==> config.mk <==
export PLATFORM = sky130hd
export DESIGN_NAME = paint_write_scheduler
export DESIGN_NICKNAME = d
export VERILOG_FILES = /design/src/rtl/paint_pkg.sv /design/src/rtl/point_fifo.sv /design/src/rtl/paint_write_scheduler.sv
export SDC_FILE = /design/constraint.sdc
export NUM_CORES = 1
export LEC_CHECK = 0
export ABC_AREA = 1
export ABC_CLOCK_PERIOD_IN_PS = 5900
export CAP_MARGIN = 20
export CORE_MARGIN = 4
export CORE_UTILIZATION = 62
export CTS_CLUSTER_DIAMETER = 120
export DETAILED_ROUTE_END_ITERATION = 16
export GPL_ROUTABILITY_DRIVEN = 0
export PLACE_DENSITY = 0.79
export SLEW_MARGIN = 25
export SYNTH_ARGS = -nofsm -noshare
export SYNTH_HDL_FRONTEND = slang
export SYNTH_SLANG_ARGS = --single-unit
==> constraint.sdc <==
create_clock -name clk -period 5.9 [get_ports clk]
set_input_delay 0.885 -clock clk [delete_from_list [all_inputs] [get_ports clk]]
set_output_delay 0.885 -clock clk [all_outputs]
set_load 0.03 [all_outputs]
==> src/rtl/paint_pkg.sv <==
// Shared types and canvas defaults for the paint write path.
package paint_pkg;

  localparam int unsigned CanvasWDefault   = 160;
  localparam int unsigned CanvasHDefault   = 120;
  localparam int unsigned FifoDepthDefault = 8;
  localparam int unsigned BrushRDefault    = 1;

  typedef logic [2:0] color_t;

  typedef struct packed {
    logic [7:0] x;
    logic [7:0] y;
    color_t     color;
  } point_t;

  typedef enum logic [1:0] {IDLE, PAINT, CLEAR} sched_state_t;

  // Signed 10-bit target lies inside a w x h canvas.
  function automatic logic in_canvas(logic signed [9:0] x, logic signed [9:0] y,
                                     int unsigned w, int unsigned h);
    return !x[9] && !y[9] && ($unsigned(x) < 10'(w)) && ($unsigned(y) < 10'(h));
  endfunction

endpackage

==> src/rtl/point_fifo.sv <==
// Synchronous FIFO of brush points with flush, full/empty flags and async reset.
module point_fifo
  import paint_pkg::*;
#(
  parameter int unsigned DEPTH = FifoDepthDefault
) (
  input  logic   clk,
  input  logic   reset_b,
  input  logic   flush,
  input  logic   push,
  input  point_t din,
  input  logic   pop,
  output point_t dout,
  output logic   full,
  output logic   empty
);

  localparam int unsigned AW = $clog2(DEPTH);
  localparam logic [AW:0] DepthCnt = (AW+1)'(DEPTH);

  point_t        mem [DEPTH];
  logic [AW-1:0] wr_ptr_q, rd_ptr_q;
  logic [AW:0]   count_q;
  logic          do_push, do_pop;

  assign full    = (count_q == DepthCnt);
  assign empty   = (count_q == '0);
  assign do_push = push & ~full;
  assign do_pop  = pop & ~empty & ~flush;
  assign dout    = mem[rd_ptr_q];

  always_ff @(posedge clk or negedge reset_b) begin
    if (!reset_b) begin
      wr_ptr_q <= '0;
      rd_ptr_q <= '0;
      count_q  <= '0;
    end else if (flush) begin
      // A push landing on the flush cycle survives as the sole entry.
      wr_ptr_q <= do_push ? AW'(1) : '0;
      rd_ptr_q <= '0;
      count_q  <= do_push ? (AW+1)'(1) : '0;
    end else begin
      if (do_push) wr_ptr_q <= wr_ptr_q + 1'b1;
      if (do_pop)  rd_ptr_q <= rd_ptr_q + 1'b1;
      case ({do_push, do_pop})
        2'b10:   count_q <= count_q + 1'b1;
        2'b01:   count_q <= count_q - 1'b1;
        default: count_q <= count_q;
      endcase
    end
  end

  always_ff @(posedge clk) begin
    if (do_push) mem[flush ? AW'(0) : wr_ptr_q] <= din;
  end

endmodule

==> src/rtl/paint_write_scheduler.sv <==
// Sequences brush stamps and canvas clears into the framebuffer, writing only during blanking.
module paint_write_scheduler
  import paint_pkg::*;
#(
  parameter int unsigned CANVAS_W   = CanvasWDefault,
  parameter int unsigned CANVAS_H   = CanvasHDefault,
  parameter int unsigned FIFO_DEPTH = FifoDepthDefault,
  parameter int unsigned BRUSH_R    = BrushRDefault
) (
  input  logic       clk,
  input  logic       reset_b,
  input  logic       pt_valid,
  input  logic [7:0] pt_x,
  input  logic [7:0] pt_y,
  input  logic [2:0] pt_color,
  output logic       pt_ready,
  input  logic       brush_en,
  input  logic       clear_req,
  input  logic [2:0] clear_color,
  input  logic       blank_b,
  output logic       we,
  output logic [7:0] wx,
  output logic [7:0] wy,
  output logic [2:0] wcolor,
  output logic       busy,
  output logic       overflow
);

  localparam logic signed [9:0] BrushR = 10'(BRUSH_R);
  localparam logic [7:0]        LastX  = 8'(CANVAS_W - 1);
  localparam logic [7:0]        LastY  = 8'(CANVAS_H - 1);

  sched_state_t      state_q, state_d;
  logic [7:0]        cx_q, cx_d, cy_q, cy_d;
  color_t            op_color_q, op_color_d;
  logic signed [9:0] dx_q, dx_d, dy_q, dy_d;
  logic [7:0]        px_q, px_d, py_q, py_d;
  logic              clear_pending_q, clear_pending_d;
  color_t            clear_color_q, clear_color_d;
  logic              we_q, we_d;
  logic [7:0]        wx_q, wx_d, wy_q, wy_d;
  color_t            wcolor_q, wcolor_d;
  logic              overflow_q, overflow_d;
  logic signed [9:0] tx, ty;
  logic              take_clear;

  point_t fifo_din, fifo_dout;
  logic   fifo_push, fifo_pop, fifo_flush, fifo_full, fifo_empty;

  assign fifo_din  = '{x: pt_x, y: pt_y, color: pt_color};
  assign pt_ready  = ~fifo_full;
  // Points offered with the brush off are handshaken but dropped.
  assign fifo_push = pt_valid & pt_ready & brush_en;

  point_fifo #(
    .DEPTH (FIFO_DEPTH)
  ) u_point_fifo (
    .clk     (clk),
    .reset_b (reset_b),
    .flush   (fifo_flush),
    .push    (fifo_push),
    .din     (fifo_din),
    .pop     (fifo_pop),
    .dout    (fifo_dout),
    .full    (fifo_full),
    .empty   (fifo_empty)
  );

  always_comb begin
    state_d    = state_q;
    cx_d       = cx_q;
    cy_d       = cy_q;
    op_color_d = op_color_q;
    dx_d       = dx_q;
    dy_d       = dy_q;
    px_d       = px_q;
    py_d       = py_q;
    we_d       = 1'b0;
    wx_d       = wx_q;
    wy_d       = wy_q;
    wcolor_d   = wcolor_q;
    fifo_pop   = 1'b0;
    fifo_flush = 1'b0;
    take_clear = 1'b0;
    tx         = '0;
    ty         = '0;

    case (state_q)
      IDLE: begin
        if (clear_pending_q) begin
          fifo_flush = 1'b1;
          take_clear = 1'b1;
          px_d       = '0;
          py_d       = '0;
          op_color_d = clear_color_q;
          state_d    = CLEAR;
        end else if (!fifo_empty) begin
          fifo_pop   = 1'b1;
          cx_d       = fifo_dout.x;
          cy_d       = fifo_dout.y;
          op_color_d = fifo_dout.color;
          dx_d       = -BrushR;
          dy_d       = -BrushR;
          state_d    = PAINT;
        end
      end
      PAINT: begin
        if (!blank_b) begin
          tx = $signed({2'b00, cx_q}) + dx_q;
          ty = $signed({2'b00, cy_q}) + dy_q;
          if (in_canvas(tx, ty, CANVAS_W, CANVAS_H)) begin
            we_d     = 1'b1;
            wx_d     = tx[7:0];
            wy_d     = ty[7:0];
            wcolor_d = op_color_q;
          end
          // Clipped offsets still consume their cycle so stamp timing is fixed.
          if (dx_q == BrushR) begin
            dx_d = -BrushR;
            if (dy_q == BrushR) state_d = IDLE;
            else                dy_d    = dy_q + 10'sd1;
          end else begin
            dx_d = dx_q + 10'sd1;
          end
        end
      end
      CLEAR: begin
        if (!blank_b) begin
          we_d     = 1'b1;
          wx_d     = px_q;
          wy_d     = py_q;
          wcolor_d = op_color_q;
          if (px_q == LastX) begin
            px_d = '0;
            if (py_q == LastY) state_d = IDLE;
            else               py_d    = py_q + 8'd1;
          end else begin
            px_d = px_q + 8'd1;
          end
        end
      end
      default: state_d = IDLE;
    endcase
  end

  // A request arriving while one is pending (including on the take cycle) is absorbed.
  always_comb begin
    clear_pending_d = clear_pending_q;
    clear_color_d   = clear_color_q;
    if (take_clear) begin
      clear_pending_d = 1'b0;
    end else if (clear_req && !clear_pending_q) begin
      clear_pending_d = 1'b1;
      clear_color_d   = clear_color;
    end
  end

  assign overflow_d = overflow_q | (pt_valid & ~pt_ready);

  always_ff @(posedge clk or negedge reset_b) begin
    if (!reset_b) begin
      state_q         <= IDLE;
      cx_q            <= '0;
      cy_q            <= '0;
      op_color_q      <= '0;
      dx_q            <= '0;
      dy_q            <= '0;
      px_q            <= '0;
      py_q            <= '0;
      clear_pending_q <= 1'b0;
      clear_color_q   <= '0;
      we_q            <= 1'b0;
      wx_q            <= '0;
      wy_q            <= '0;
      wcolor_q        <= '0;
      overflow_q      <= 1'b0;
    end else begin
      state_q         <= state_d;
      cx_q            <= cx_d;
      cy_q            <= cy_d;
      op_color_q      <= op_color_d;
      dx_q            <= dx_d;
      dy_q            <= dy_d;
      px_q            <= px_d;
      py_q            <= py_d;
      clear_pending_q <= clear_pending_d;
      clear_color_q   <= clear_color_d;
      we_q            <= we_d;
      wx_q            <= wx_d;
      wy_q            <= wy_d;
      wcolor_q        <= wcolor_d;
      overflow_q      <= overflow_d;
    end
  end

  assign we       = we_q;
  assign wx       = wx_q;
  assign wy       = wy_q;
  assign wcolor   = wcolor_q;
  assign overflow = overflow_q;
  assign busy     = (state_q != IDLE) | ~fifo_empty | clear_pending_q;

endmodule

==> flow_summary.toml, run 1 <==
[worst_setup_path]
r2r_cells = 16
crit_required_ns = 5.02
critPathKind = "flop to output port"
rrSetupSlack_ns = 3.04
slowest_stage = "clkdlybuf4s50_1"
cp_common_cell = "inv_1"
end_kind = "output port"
startpoint_type = "flop"
path_cells = "inv_1, ha_1, inv_1, nor2_1, nand2_1, clkdlybuf4s50_1"
critPathMaxFanout = 5
slowest_delay_ns = 0.72
r2r-start = "dy_q[0]"
arrival_ns = 2.26
rr_endpoint = "wx[0]"

[timing]
rsz0062_at_grt = "false"
fin_crit_sh_pct = 53.39
clock.fmax_mhz = 317.5
finalSetupTns_ns = 0
timing.final.hold_violations = 0
skew_ns = 0.01282
finalCriticalPeriod_ns = 3.150
setup_viol = 0
slew_viol_final = 0
timing.hold.ws_ns = 0.3633
tightest_slew_ns = 0.9997
slew-limit-headroom_pct = 33.28

[route]
routed_wl_um = 25140
vias_per_cell = 5.807
drt-pass1-iter-count = 5
antenna_left = 0
route.detailed.drc = 0
vias = 8385
drtIter0Drc = 723
routedWlPerCell_um = 17.41

[logic_synthesis]
synth_top_flop_cell = "edfxtp_1"
synth_seq_area_share_pct = 60.31
async_flop_share_pct = 37.70
netlist_area_um2 = 11390
yosys_warnings = 0
synth_edf_count = 152
syn_nets = 1215
synth_xor_area_share_pct = 1.154
netlist_instances = 1155
synth_cell_types = 46
syn_area_per_cell_um2 = 9.858
synthAdderAreaFrac_pct = 3.714
synth_compound_area_share_pct = 11.10
yosys.area_share.simple_pct = 18.15
synthMuxAreaShare_pct = 0.3956
synth_top_family_by_area = "simple AND/OR/NAND/NOR gates"
ys_ff_latch = 244

[grt]
track_usage_pct = 24.90
grt_overflow = 0
antenna_found_initial = 0
grt_pass1_vias = 8189
grt_pass1_wl_um = 40850
grt_max_degree = 81

[floorplanning]
die_h_um = 143.5
core_um2 = 18020
start_util_pct = 63.17
die_area_um2 = 20600
row_count = 49
die-width_um = 143.5
io_pins = 51

[status]
outcome = "finished clean"

[final_layout]
final_nets = 1258
synthToLayoutAreaGrowth_pct = 13.14
postLayoutCellArea_um2 = 12880
fin_util_pct = 71.47
drive_gt1_share_pct = 7.160
final_common_cell = "nand2_1"
layout_common_cells = "nand2_1, edfxtp_1, o21ai_0, nor2_1, inv_1"
diodes = 0
multi_input_area_um2 = 3980
regArea_um2 = 6868
instances_no_fill = 1444
n_fill_cell = 1296

[worst_hold_path]
hold_path.class = "input pin to asynchronous set/reset pin"

[placed_design]
port_buffers = 50
place_area_um2 = 12050
post-dp-hpwl_um = 16810
dp_cells = 1399

[clock_tree]
cts.sink_count = 244
cts_setup_buffers = 0
htree_levels = 1
cts_resized = 0
cts_made_buffers = 26
cts-hold-fix-buffers = 0
clockRootBuffer = "clkbuf_16"
path_clk_slew_ns = 0.06
clk_path_buf_depth = 3
cts_tree = "done"
clk_latency_ns = 0.54

[run]
maxCapViolCount = 0

[pwr]
vdd_drop_max_v = 0.0002787
p_per_area_nw_per_um2 = 308.2
leakage_uw = 0.005284
[where the power goes]
| group | internal (uW) | total (uW) | switching (uW) | leakage [uW] |
|---|---|---|---|---|
| clock | 868 | 1520 | 655 | 0.000390 |
| combinational | 148 | 420 | 272 | 0.00235 |
| sequential | 1960 | 2030 | 65.1 | 0.00255 |
[layout make-up]
class	instances	share of cell area, %
clock inverter	13	0.9033
clock buffer	32	5.303
timing repair buffer	59	4.390
tap	229	2.224
inverter	102	2.972
multi-input combinational	765	30.90
sequential	244	53.31
[cell families after synthesis]
logic type,after synthesis
xor gates and xnor gates,15
buffers and inverters,146
DFF,244
and+or+nand+nor,482
AOI/OAI and AO/OA,232
adders and majority gates,32
muxes,4
[critical path, delay by kind of cell (launching register included)]
kind | cells | cell delay [ns]
adders and majority gates | 1 | 0.26
buffers and inverters | 3 | 0.90
DFF | 1 | 0.39
and+or+nand+nor | 2 | 0.19
[per-layer routing]
layer  share of wire [%]  up-vias  global-route usage [%]
met5                   0        -                       0
met4                 2.7        0                   7.730
met3                 6.1       54                   3.228
met2                  49      305                   42.60
met1                  42     3961                   33.55
li1                    -     4065                       -
[flip-flops by register name (all words and copies together) (netlist names), 4 cells and up]
name and flops:
dx_q 10, wy 8, dy_q 10, wx 8, cy_q 8, py_q 8, u_point_fifo.mem 152, px_q 8
cx_q 8, u_point_fifo.count_q 4
[worst max-delay path by stage]
stage / to / slack (ns) / from / depth (start not counted)
after floorplan: u_point_fifo.mem[1][0] / 3.35 / brush_en / 4
after global placement: u_point_fifo.mem[7][6] / 2.77 / pt_valid / 5
after detailed placement: u_point_fifo.mem[1][7] / 2.64 / pt_valid / 5
after CTS: busy / 2.73 / state_q[0] / 6
after global routing: busy / 2.65 / state_q[0] / 6
final: busy / 2.75 / state_q[0] / 6
[stage by stage]
| step | total power, uW | setup WS [ns] |
|---|---|---|
| after floorplan | 2295 | 3.350 |
| after global placement | 2445 | 2.768 |
| after detailed placement | 2471 | 2.644 |
| after CTS | 3978 | 2.729 |
| after global routing | 4128 | 2.647 |
| final | 3970 | 2.750 |
[cell usage after synthesis, drive strengths merged (12+ instances only)]
cell    count  area (um^2)
nand3      72        365.3
o21ai     152        760.7
ha         29        362.9
o22ai      40        250.2
nor3       12        60.06
nand2     225        882.1
edfxtp    152         4564
dfrtp      92         2302
a21oi      20        103.9
clkbuf     36        138.9
nor2      146        573.1
inv       101        379.1
nand4      14        87.58
Note: power is estimated with default switching activity, not from simulation.
==> run 2: changes to the inputs <==
--- a/config.mk
+++ b/config.mk
@@ -6,14 +6,14 @@
 export NUM_CORES = 1
 export LEC_CHECK = 0
 export ABC_AREA = 1
-export ABC_CLOCK_PERIOD_IN_PS = 5900
+export ABC_CLOCK_PERIOD_IN_PS = 2600
 export CAP_MARGIN = 20
 export CORE_MARGIN = 4
-export CORE_UTILIZATION = 62
+export CORE_UTILIZATION = 55
 export CTS_CLUSTER_DIAMETER = 120
 export DETAILED_ROUTE_END_ITERATION = 16
 export GPL_ROUTABILITY_DRIVEN = 0
-export PLACE_DENSITY = 0.79
+export PLACE_DENSITY = 0.74
 export SLEW_MARGIN = 25
 export SYNTH_ARGS = -nofsm -noshare
 export SYNTH_HDL_FRONTEND = slang
==> constraint.sdc (replaced) <==
create_clock -name clk -period 2.6 [get_ports clk]
set_input_delay 0.39 -clock clk [delete_from_list [all_inputs] [get_ports clk]]
set_output_delay 0.39 -clock clk [all_outputs]
set_load 0.03 [all_outputs]
==> run 2 against run 1 <==
Die area rose by 12%. Sequential cell count did not move. Sequential power rose by 130%. Register-to-register slack got worse by 2.9 ns. Power rose by 140%. Via count fell by 0.66%.
==> flow_summary.toml, run 2 (same netlist as run 1, synthesis figures left out) <==
[run]
maxCapViolCount = 0

[placed_design]
place_worst_setup_slack_ns = 0.06866
port_buffers = 50
dp_cells = 1457
place_area_um2 = 12330
post-dp-hpwl_um = 16180

[route]
vias = 8330
drtIter0Drc = 591
vias_per_cell = 5.517
drt-pass1-iter-count = 5
routed_wl_um = 25210
antenna_left = 0
routedWlPerCell_um = 16.70
route.detailed.drc = 0

[timing]
worst_slack_ns = 0.1600
finalCriticalPeriod_ns = 2.440
tightest_slew_ns = 0.7415
clock.fmax_mhz = 409.8
slew-limit-headroom_pct = 50.51
setup_viol = 0
timing.final.hold_violations = 0
fin_crit_sh_pct = 93.85
skew_ns = 0.008337
slew_viol_final = 0

[final_layout]
largest_reg_flops = 152
instances_no_fill = 1510
final_common_cell = "nand2_1"
n_fill_cell = 1587
final_nets = 1282
top_register = "u_point_fifo.mem"
reg_top3 = "u_point_fifo.mem: 152 flops, dx_q: 10 flops, dy_q: 10 flops"
synthToLayoutAreaGrowth_pct = 17.29
layout_common_cells = "nand2_1, edfxtp_1, o21ai_0, nor2_1, inv_1"
multi_input_area_um2 = 4006
regArea_um2 = 6868
postLayoutCellArea_um2 = 13350
drive_gt1_share_pct = 9.677
diodes = 0

[pwr]
combPwrFrac_pct = 10.3
finalPower_uw = 9445
vdd_drop_max_v = 0.0005842
internal_power_uw = 7241
p_switching_uw = 2205
leakage_uw = 0.005479
p_per_area_nw_per_um2 = 707.3
p_clk_share_pct = 41.1
seqPwrFrac_pct = 48.6
swShare_pct = 23.34

[clock_tree]
cts_made_buffers = 25
clk_latency_ns = 0.52
clockRootBuffer = "clkbuf_16"
htree_levels = 1
path_clk_slew_ns = 0.06
clk_path_buf_depth = 3
cts_tree = "done"
cts.sink_count = 244

[floorplanning]
core_um2 = 20300
io_pins = 51
die_area_um2 = 23070
die_h_um = 151.9
die-width_um = 151.9
start_util_pct = 56.09
row_count = 52

[worst_setup_path]
cp-startpoint = "dx_q[0]"
r2r_cells = 17
critPathMaxFanout = 10
startpoint_type = "flop"
critPathKind = "flop to flop"
rr_endpoint = "wy[6]"
end_kind = "flop"
crit_required_ns = 3.06
r2r-start = "dx_q[0]"
rrSetupSlack_ns = 0.16
arrival_ns = 2.90

[grt]
grt_pass1_vias = 7816
grt_pass1_wl_um = 39960
track_usage_pct = 21.07
grt_overflow = 0
antenna_found_initial = 0
grt_max_degree = 74

[status]
outcome = "finished clean"

[worst_hold_path]
hold_path.class = "input pin to asynchronous set/reset pin"
## run 2: timing repair
| action | 4_1_cts | 5_1_grt |
|---|---|---|
| pin swaps | 0 | 3 |
| hold buffers | 1 | 0 |
| hold endpoints to repair | 28 | 0 |
| setup buffers | 0 | 6 |
| gates cloned | 0 | 1 |
| resized for setup | 1 | 10 |
| endpoints found under the setup margin | 1 | 20 |
## run 2: worst max-delay path: stages, from the launching register on
cell	delay (ns)
dfrtp_1	0.39
ha_2	0.23
inv_1	0.06
fa_1	0.41
inv_1	0.09
nand3_1	0.10
nand3_1	0.08
nand2_1	0.06
nand2_1	0.08
nand2_1	0.05
nand2_1	0.09
nand2_1	0.06
inv_1	0.06
nand3_2	0.15
buf_4	0.19
nand2_4	0.12
nand3_1	0.10
nand2_1	0.08
## run 2: cell type report
| cell class | instances | share of cell area, % |
|---|---|---|
| clock inverters | 14 | 1.733 |
| well taps | 270 | 2.530 |
| flip-flops and latches | 244 | 51.43 |
| inverters | 102 | 2.867 |
| multi-input cells | 766 | 30.00 |
| repair buffers | 83 | 6.437 |
| clock buffers | 31 | 5.003 |
## run 2: worst max-delay path by stage
stage | end | cells past startpoint
2_1_floorplan | u_point_fifo.mem[1][0] | 6
3_3_place_gp | wx[4] | 17
3_5_place_dp | wx[5] | 16
4_1_cts | wx[0] | 16
5_1_grt | wy[4] | 15
6_report | wy[6] | 17
## run 2: layer usage
layer | GRT usage, % | wire length, um
met1 | 28.07 | 10560
met2 | 36.33 | 12390
met3 | 2.873 | 1640
met4 | 6.336 | 620
met5 | 0 | 0
## run 2: through the flow
stage / setup TNS [ns] / util, % / hold slack, ns
final: 0 / 65.79 / 0.3483
after global routing: -0.02254 / 65.79 / 0.3740
after CTS: 0 / 65.22 / 0.3471
after detailed placement: 0 / 60.75 / 0.3469
after global placement: 0 / 60.75 / 0.3434
after floorplan: 0 / - / 0.09441
## run 2: power by group through the flow
| stage | registers, uW | logic [uW] | clock network (uW) |
|---|---|---|---|
| finish | 4590 | 977 | 3880 |
| global route | 4620 | 1090 | 4120 |
| CTS | 4590 | 993 | 3940 |
| detailed placement | 4660 | 984 | 0 |
| global placement | 4660 | 957 | 0 |
| floorplan | 4720 | 488 | 0 |
==> run 3: changes to the inputs <==
--- a/config.mk
+++ b/config.mk
@@ -13,7 +13,8 @@
 export CTS_CLUSTER_DIAMETER = 120
 export DETAILED_ROUTE_END_ITERATION = 16
 export GPL_ROUTABILITY_DRIVEN = 0
-export PLACE_DENSITY = 0.74
+export PLACE_DENSITY = 0.76
+export SKIP_LAST_GASP = 1
 export SLEW_MARGIN = 25
 export SYNTH_ARGS = -nofsm -noshare
 export SYNTH_HDL_FRONTEND = slang
==> run 3 against run 2 <==
Combinational power increased by 0.6%. Highest routed layer unchanged. Critical path depth decreased by 1. Largest power group unchanged. Clock power decreased by 8.8%.
==> flow_summary.toml, run 3 (same netlist as run 1, synthesis figures left out) <==
[timing]
clock.fmax_mhz = 413.7
slew-limit-headroom_pct = 46.48
finalCriticalPeriod_ns = 2.417
fin_crit_sh_pct = 92.97
slew_viol_final = 0
skew_ns = 0.01019
worst_slack_ns = 0.1829
timing.final.hold_violations = 0
setup_viol = 0
finalSetupTns_ns = 0
tightest_slew_ns = 0.8028

[final_layout]
layout_common_cells = "nand2_1, edfxtp_1, o21ai_0, nor2_1, inv_1"
synthToLayoutAreaGrowth_pct = 16.84
drive_gt1_share_pct = 9.646
diodes = 0
fin_util_pct = 65.53
final_common_cell = "nand2_1"
reg_top3 = "u_point_fifo.mem: 152 flops, dx_q: 10 flops, dy_q: 10 flops"
final_nets = 1285
instances_no_fill = 1514
largest_reg_flops = 152
top_register = "u_point_fifo.mem"

[grt]
grt_overflow = 0
grt_pass1_vias = 8077
grt_pass1_wl_um = 40790
grt_max_degree = 80
track_usage_pct = 21.44
antenna_found_initial = 0

[route]
drt-pass1-iter-count = 7
route.detailed.drc = 0
vias = 8487
antenna_left = 0
vias_per_cell = 5.606
drtIter0Drc = 633
routed_wl_um = 25570
routedWlPerCell_um = 16.89

[pwr]
leakage_uw = 0.005447
finalPower_uw = 9118
combPwrFrac_pct = 10.8
p_clk_share_pct = 38.8
p_per_area_nw_per_um2 = 685.4
vdd_drop_max_v = 0.0006494
p_switching_uw = 2223
internal_power_uw = 6895
swShare_pct = 24.38
seqPwrFrac_pct = 50.4

[worst_setup_path]
startpoint_type = "flop"
endpoint = "wx[1]"
cp_common_cell = "nand2_1"
r2r-start = "dy_q[0]"
crit_required_ns = 3.07
end_kind = "flop"
crit_family = "simple AND/OR/NAND/NOR gates"
arrival_ns = 2.89
r2r_cells = 16
cp-startpoint = "dy_q[0]"
rrSetupSlack_ns = 0.18
critPathBufInv = 2
path_cells = "ha_4, inv_1, fa_2, nand3b_1, nand2_2, nand2_1, nand2_1, nand2_1, nand2_1, nor2_1, nor2_1, nand3_2, buf_4, nand2_4, nand3_1, nand2_1"
slowest_delay_ns = 0.39
critPathMaxFanout = 10
critPathKind = "flop to flop"
rr_endpoint = "wx[1]"
crit_cells = 16
slowest_stage = "dfrtp_1"

[status]
outcome = "finished clean"

[floorplanning]
die_h_um = 151.9
core_um2 = 20300
start_util_pct = 56.09
row_count = 52
die-width_um = 151.9
die_area_um2 = 23070
io_pins = 51

[worst_hold_path]
hold_path.class = "input pin to asynchronous set/reset pin"

[clock_tree]
clk_latency_ns = 0.53
cts_tree = "done"
clk_path_buf_depth = 3
cts.sink_count = 244
path_clk_slew_ns = 0.06
clockRootBuffer = "clkbuf_16"
htree_levels = 1
cts_made_buffers = 25

[placed_design]
port_buffers = 50
post-dp-hpwl_um = 16300
dp_cells = 1459
place_worst_setup_slack_ns = 0.08178

[run]
maxCapViolCount = 0
run 3: cell count changes in the layout (fill, tap and decap cells not counted), sizes merged:
cell	before	now
clkinv	7	12
buf	33	36
bufinv	6	3
clkbuf	31	29
inv	101	102
run 3: cell type report:
class / count / area, um^2
multi-input cells: 766 / 4029
clock buffers: 29 / 640.6
fillers: 1585 / 6997
clock inverters: 17 / 175.2
well taps: 270 / 337.8
flip-flops and latches: 244 / 6868
repair buffers: 86 / 869.6
inverters: 102 / 382.9
run 3: power groups by stage:
stage	logic [uW]	clock network, uW	registers, uW
floorplan	488	0	4720
global placement	957	0	4660
detailed placement	978	0	4670
CTS	982	3610	4590
global route	1090	3770	4620
finish	983	3540	4590
run 3: worst min path at each step:
stage / slack, ns / cells past startpoint / endpoint
2_1_floorplan: 0.09 / 0 / clear_color_q[0]
3_3_place_gp: 0.46 / 1 / dy_q[9]
3_5_place_dp: 0.46 / 1 / wy[0]
4_1_cts: 0.43 / 2 / dy_q[7]
5_1_grt: 0.45 / 3 / overflow
6_report: 0.42 / 2 / dy_q[7]
run 3: repair_timing:
| item | CTS | global route |
|---|---|---|
| resized for setup | 1 | 13 |
| hold buffers | 1 | 0 |
| cloned | 0 | 1 |
| setup buffers | 0 | 7 |
| endpoints found under the hold margin | 44 | 0 |
| endpoints found under the setup margin | 1 | 20 |
| pin swaps | 0 | 4 |
run 3: stage by stage:
stage / area [um^2] / hold WS [ns]
final: 13300 / 0.4235
after global routing: 13300 / 0.4509
after global placement: 12350 / 0.4555
after floorplan: 11390 / 0.09441
after CTS: 13170 / 0.4281
after detailed placement: 12350 / 0.4591
run 3: metal layers:
layer / part of all wire (%) / wire length (um) / track usage (%)
met1: 42 / 10860 / 28.42
met2: 49 / 12610 / 37.34
met3: 5.9 / 1504 / 2.929
met4: 2.3 / 592 / 5.950
met5: 0 / 0 / 0
run 3: worst reg2reg max path: cells and delay by family (launching register included):
kind | cells | cell delay, ns
buf+inv | 2 | 0.25
simple gates | 12 | 1.19
flops | 1 | 0.39
fa+ha+maj | 2 | 0.51
